## src/rtl/clk_div_gen_pkg.sv

```systemverilog
// Shared types and helpers for the divided-clock generator.
// The config struct bundles one request on the config port.
package clk_div_gen_pkg;

  localparam int CHAN_W    = 2;
  localparam int CFG_DIV_W = 8;

  typedef struct packed {
    logic [CHAN_W-1:0]    chan;
    logic [CFG_DIV_W-1:0] div;
    logic                 en;
  } cfg_t;

  // The falling toggle of a running channel: the only safe point to swap ratio/enable.
  function automatic logic is_boundary(input int cnt, input int div, input logic out);
    return (cnt == div) && out;
  endfunction

endpackage

```

## src/rtl/clk_div_gen_chan.sv

```systemverilog
// One divided-clock channel: half-period counter, output toggle flop,
// and a single-entry pending config that commits only at a period boundary.
module clk_div_chan
  import clk_div_gen_pkg::*;
#(
  parameter int   DIV_W   = 8,
  parameter int   RST_DIV = 0,
  parameter logic RST_EN  = 1'b0
) (
  input  logic             clk_in,
  input  logic             rst_n,
  input  logic             acc_i,
  input  logic [DIV_W-1:0] div_i,
  input  logic             en_i,
  output logic             pend_o,
  output logic             clk_o,
  output logic             active_o
);

  logic [DIV_W-1:0] div_cur_q,  div_cur_d;
  logic             en_cur_q,   en_cur_d;
  logic [DIV_W-1:0] cnt_q,      cnt_d;
  logic             out_q,      out_d;
  logic             pend_q,     pend_d;
  logic [DIV_W-1:0] div_pend_q, div_pend_d;
  logic             en_pend_q,  en_pend_d;
  logic             commit;

  always_comb begin
    div_cur_d  = div_cur_q;
    en_cur_d   = en_cur_q;
    cnt_d      = cnt_q;
    out_d      = out_q;
    pend_d     = pend_q;
    div_pend_d = div_pend_q;
    en_pend_d  = en_pend_q;

    // A stopped channel has no phase to protect, so it commits at once.
    commit = pend_q &&
             (!en_cur_q || is_boundary(int'(cnt_q), int'(div_cur_q), out_q));

    if (commit) begin
      div_cur_d = div_pend_q;
      en_cur_d  = en_pend_q;
      pend_d    = 1'b0;
      out_d     = 1'b0;
      cnt_d     = '0;
    end else if (en_cur_q) begin
      if (cnt_q == div_cur_q) begin
        out_d = ~out_q;
        cnt_d = '0;
      end else begin
        cnt_d = cnt_q + DIV_W'(1);
      end
    end else begin
      out_d = 1'b0;
      cnt_d = '0;
    end

    // The top only accepts while pend_q is low, so this never overlaps a commit.
    if (acc_i && !pend_q) begin
      pend_d     = 1'b1;
      div_pend_d = div_i;
      en_pend_d  = en_i;
    end
  end

  always_ff @(posedge clk_in or negedge rst_n) begin
    if (!rst_n) begin
      div_cur_q  <= DIV_W'(RST_DIV);
      en_cur_q   <= RST_EN;
      cnt_q      <= '0;
      out_q      <= 1'b0;
      pend_q     <= 1'b0;
      div_pend_q <= '0;
      en_pend_q  <= 1'b0;
    end else begin
      div_cur_q  <= div_cur_d;
      en_cur_q   <= en_cur_d;
      cnt_q      <= cnt_d;
      out_q      <= out_d;
      pend_q     <= pend_d;
      div_pend_q <= div_pend_d;
      en_pend_q  <= en_pend_d;
    end
  end

  assign pend_o   = pend_q;
  assign clk_o    = out_q;
  assign active_o = en_cur_q;

endmodule

```

## src/rtl/clk_div_gen.sv

```systemverilog
// Candidate-clock source for the glitch-free selector: NUM_CLK divided 50%-duty
// clocks, each reprogrammed through one shared valid/ready config port.
module clk_div_gen
  import clk_div_gen_pkg::*;
#(
  parameter int                 NUM_CLK = 3,
  parameter int                 DIV_W   = CFG_DIV_W,
  parameter int                 RST_DIV = 0,
  parameter logic [NUM_CLK-1:0] RST_EN  = NUM_CLK'(1)
) (
  input  logic               clk_in,
  input  logic               rst_n,
  input  logic               cfg_valid,
  output logic               cfg_ready,
  input  logic [CHAN_W-1:0]  cfg_chan,
  input  logic [DIV_W-1:0]   cfg_div,
  input  logic               cfg_en,
  output logic [NUM_CLK-1:0] clk_out,
  output logic [NUM_CLK-1:0] clk_active
);

  localparam int NUM_SLOT = 2 ** CHAN_W;

  cfg_t                cfg_s;
  logic                cfg_fire;
  logic [NUM_CLK-1:0]  pend;
  logic [NUM_CLK-1:0]  acc;
  logic [NUM_SLOT-1:0] pend_all;

  always_comb begin
    cfg_s      = '0;
    cfg_s.chan = cfg_chan;
    cfg_s.div  = CFG_DIV_W'(cfg_div);
    cfg_s.en   = cfg_en;
  end

  // Unimplemented channel indices are always ready so a stray request drains.
  always_comb begin
    pend_all              = '0;
    pend_all[NUM_CLK-1:0] = pend;
    if ({1'b0, cfg_s.chan} < (CHAN_W + 1)'(NUM_CLK)) begin
      cfg_ready = ~pend_all[cfg_s.chan];
    end else begin
      cfg_ready = 1'b1;
    end
  end

  assign cfg_fire = cfg_valid && cfg_ready;

  for (genvar gi = 0; gi < NUM_CLK; gi++) begin : g_chan
    assign acc[gi] = cfg_fire && (cfg_s.chan == CHAN_W'(gi));

    clk_div_chan #(
      .DIV_W   (DIV_W),
      .RST_DIV (RST_DIV),
      .RST_EN  (RST_EN[gi])
    ) u_chan (
      .clk_in   (clk_in),
      .rst_n    (rst_n),
      .acc_i    (acc[gi]),
      .div_i    (cfg_s.div[DIV_W-1:0]),
      .en_i     (cfg_s.en),
      .pend_o   (pend[gi]),
      .clk_o    (clk_out[gi]),
      .active_o (clk_active[gi])
    );
  end

endmodule

```

## config.mk

```make
export PLATFORM = sky130hd
export DESIGN_NAME = clk_div_gen
export DESIGN_NICKNAME = d
export VERILOG_FILES = /design/src/rtl/clk_div_gen_pkg.sv /design/src/rtl/clk_div_gen_chan.sv /design/src/rtl/clk_div_gen.sv
export SDC_FILE = /design/constraint.sdc
export NUM_CORES = 1
export LEC_CHECK = 0
export CORE_MARGIN = 2
export CORE_UTILIZATION = 60
export CTS_CLUSTER_DIAMETER = 50
export DETAILED_ROUTE_END_ITERATION = 10
export PLACE_DENSITY = 0.79
export SYNTH_ARGS = -nofsm -noshare
export SYNTH_HDL_FRONTEND = slang
export SYNTH_HIERARCHICAL = 1
export SYNTH_SLANG_ARGS = --single-unit
```

## constraint.sdc

```tcl
create_clock -name clk_in -period 2 [get_ports clk_in]
set_clock_uncertainty 0.05 [all_clocks]
set_input_delay 0.2 -clock clk_in [delete_from_list [all_inputs] [get_ports clk_in]]
set_output_delay 0.2 -clock clk_in [all_outputs]
set_load 0.02 [all_outputs]
```

==> results by group <==
Layout
  • Most frequent cells in the layout: 83 x dfrtp_1, 66 x nand3_1, 27 x nor2_1, 27 x and3_1, 27 x mux2_2
  • Most common cell after layout, fill and taps aside: dfrtp_1
  • Share of layout cells above drive strength 1: 16.5%
  • Area Growth Syn to Fin: 10.5%
  • Diode count: 0
  • Final instance area: ~5100 um2
  • Final nets: 474
  • Non-filler cells, final: 564
  • Final Core Density: 67.4%

Power
  • VDD IR max: roughly 0.00075 V
  • Cell Pwr Density: roughly 1000 nW/um2
  • Leakage Power: 0.00203 uW

Route
  • Routed wire length: about 9900 um
  • Via count: between 3000 and 4000
  • Drc violations: 0
  • DRT iter0 DRCs: roughly 250
  • Post-DRT Antenna Nets: 0
  • Routed WL per cell: approximately 18 um
  • Drt pass-1 iters: 5
  • Via/cell ratio: around 6.3

STA
  • Max-slew violation count: 0
  • Fmax: 554 MHz
  • Unrepaired setup endpoints after global routing: false
  • Max_slew headroom: 56.1%
  • Final setup violating endpoints: 0
  • Tmin final: roughly 1800 ps
  • Final WS setup: between 150 and 200 ps
  • Fin. Hold Viols: 0
  • Final Cycle Share: 90.2%
  • Worst slew pin tran: roughly 660 ps
  • Setup TNS: 0 ps

Global routing
  • Largest net degree at the start of global routing: 51
  • Initial antenna violation count: 0
  • First-pass GRT wire length: roughly 17000 um
  • Vias in the first global route: 3521
  • GRT Overall Usage: between 20 and 30%
  • Remaining Overflow, GRT: 0

Synth
  • Syn Inst Count: between 400 and 500
  • Ys flop type: dfrtp_1
  • #FFs+latches synth: 84
  • Warnings, synthesis: 6
  • Post-synth top area share: between 40 and 50%
  • EDFF count, synth: 0
  • Area share of fa/ha/maj cells after synthesis: less than 1%
  • Post-synthesis compound-gate area fraction: between 10 and 15%
  • Ys async rst share: 100%
  • Synth unique cells: 35
  • Post-synthesis mux area share: slightly below 7%
  • Syn Nets: approximately 450
  • Seq/Total Area, Yosys: between 40% and 50%
  • Simple-Gate Fraction of Synth Area: between 20 and 25%
  • Syn_area_per_cell: around 11 um2
  • XOR/XNOR share of the synthesized area: 8.42%
  • Synthesized cell area: 4640 um2
  • Largest family of logic cells by synthesized area: simple AND/OR/NAND/NOR gates
  • Leading area contributor after synthesis: dfrtp_1
  • Synth top area cells: dfrtp_1 45%, nand3_1 7.1%, mux2_2 6.6%, a221oi_1 4.5%, xnor2_1 4.5%

Clock tree
  • Clock slew at reported path FFs: ~80 ps
  • Clk root buf: clkbuf_8
  • Clk buf depth: 2
  • Clk Latency, worst-skew pair: roughly 350 ps
  • Clock sink total: between 80 and 90
  • CTS Buf Count: 9
  • H-tree Lvls: 3
  • CTS tree: built

Critical path
  • CP Cell Sequence: xnor2_1 > nand4_1 > buf_4 > o21ai_4 > nor2_1
  • WP buf/inv: 1
  • Worst path slowest cell: dfrtp_1
  • Cell family with most CP delay: flip-flops
  • FF-to-FF Start: g_chan[2].u_chan/cnt_q[0]
  • Delay of the slowest critical-path stage: between 400 and 500 ps
  • Crit end category: flop
  • Worst EP arrival: between 1500 and 2000 ps
  • Worst setup path category: reg -> reg
  • Setup crit start kind: flop
  • CP startpoint: g_chan[2].u_chan/cnt_q[0]
  • Crit-path max FO: 8
  • Req. time, crit path: ~2200 ps

Floorplanning
  • DIE WIDTH: a little over 90 um
  • Die span in y: about 90 um
  • Rows: 32
  • Die Area: between 8000 and 9000 um2
  • Core footprint: roughly 7600 um2
  • I/O pins: 21
  • Starting Density: slightly above 60%

Min path
  • Worst hold path class: in -> async

Placement
  • Placement Setup Slack: -14.2 ps
  • DP HPWL: 6890 um
  • Port Buffers: 20
  • Routability cong.: just over 0.8
  • Placed Area: about 4900 um2
  • Placed insts: roughly 550

Flow run
  • Max-Cap Viols: 0

Run status
  • Outcome: finished, final reports clean
==> per-stage QoR <==
step                power (uW)  hold slack (ps)
finish                    5210              359
floorplan                 3620             -146
global placement          4000              212
CTS                       5240              375
global route              5550              399
detailed placement        4110              219
==> cells in the mapped netlist (3+ instances only) <==
library cell,instances
o211ai_1,24
and3b_1,18
xnor2_1,24
xor2_1,15
buf_4,9
dfrtp_1,83
a221oi_1,24
and3_2,3
and3_1,27
nor2b_1,12
clkbuf_8,6
and4_1,6
mux2_2,27
a31o_1,3
ha_1,3
nand4_1,9
buf_2,3
clkbuf_1,6
nand3_1,66
or3_1,3
inv_1,6
dlygate4sd1_1,3
xnor2_2,3
a21boi_1,3
nor2_1,27
o21ai_0,3
o21ai_4,3
a22o_1,3
==> logic make-up (layout without fill, tap and decap cells) <==
| family | Yosys count | in the layout |
|---|---|---|
| and+or+nand+nor | 175 | 175 |
| DFF | 84 | 84 |
| AOI/OAI and AO/OA | 64 | 64 |
| xor gates and xnor gates | 42 | 42 |
| buffers and inverters | 33 | 66 |
| muxes | 28 | 28 |
| adders and majority gates | 3 | 3 |
==> power by group <==
group / internal [uW] / switching, uW / leakage (uW) / total (uW)
Clock: 521 / 594 / 0.0000896 / 1120
Sequential: 2180 / 517 / 0.000937 / 2700
Combinational: 714 / 676 / 0.00100 / 1390
==> final cells by class <==
type                       count  area, um2
clock inverter                 3       21.3
inverter                       6       22.5
sequential                    84       2100
tap                          102        128
timing repair buffer          44        395
fill                         607       2480
clock buffer                  13        159
multi-input combinational    312       2300
==> worst paths after layout <==
kind,endpoint,cells past startpoint,slack (ps)
hold / removal,g_chan[2].u_chan/cnt_q[2],2,360
min in group clk_in,g_chan[1].u_chan/en_pend_q,1,470
setup reg to reg,g_chan[2].u_chan/cnt_q[7],5,200
max in group asynchronous,g_chan[2].u_chan/div_cur_q[0],3,930
hold reg to reg,g_chan[1].u_chan/en_pend_q,1,470
setup / recovery,g_chan[2].u_chan/cnt_q[7],5,200
==> per-layer routing <==
layer,GRT usage [%],vias to the layer above,wire length (um)
met1,33.3,1763,4310
met2,42.6,104,4960
met5,0,-,0
li1,-,1663,-
met4,8.08,0,147
met3,6.16,13,475
==> sequential cells by signal (all words and copies together) (netlist names) <==
name,cells
g_chan.u_chan/cnt_q,24
g_chan.u_chan/pend_o,3
g_chan.u_chan/clk_o,3
g_chan.u_chan/div_cur_q,24
g_chan.u_chan/active_o,3
g_chan.u_chan/en_pend_q,3
g_chan.u_chan/div_pend_q,24
==> timing repair <==
action / 4_1_cts / 5_1_grt
hold buffers: 1 / 0
resized for setup: 0 / 1
endpoints found under the setup margin: 0 / 1
buffers inserted: 0 / 0
hold endpoints to repair: 47 / 0
No activity file was read; power rests on OpenSTA's default activity.
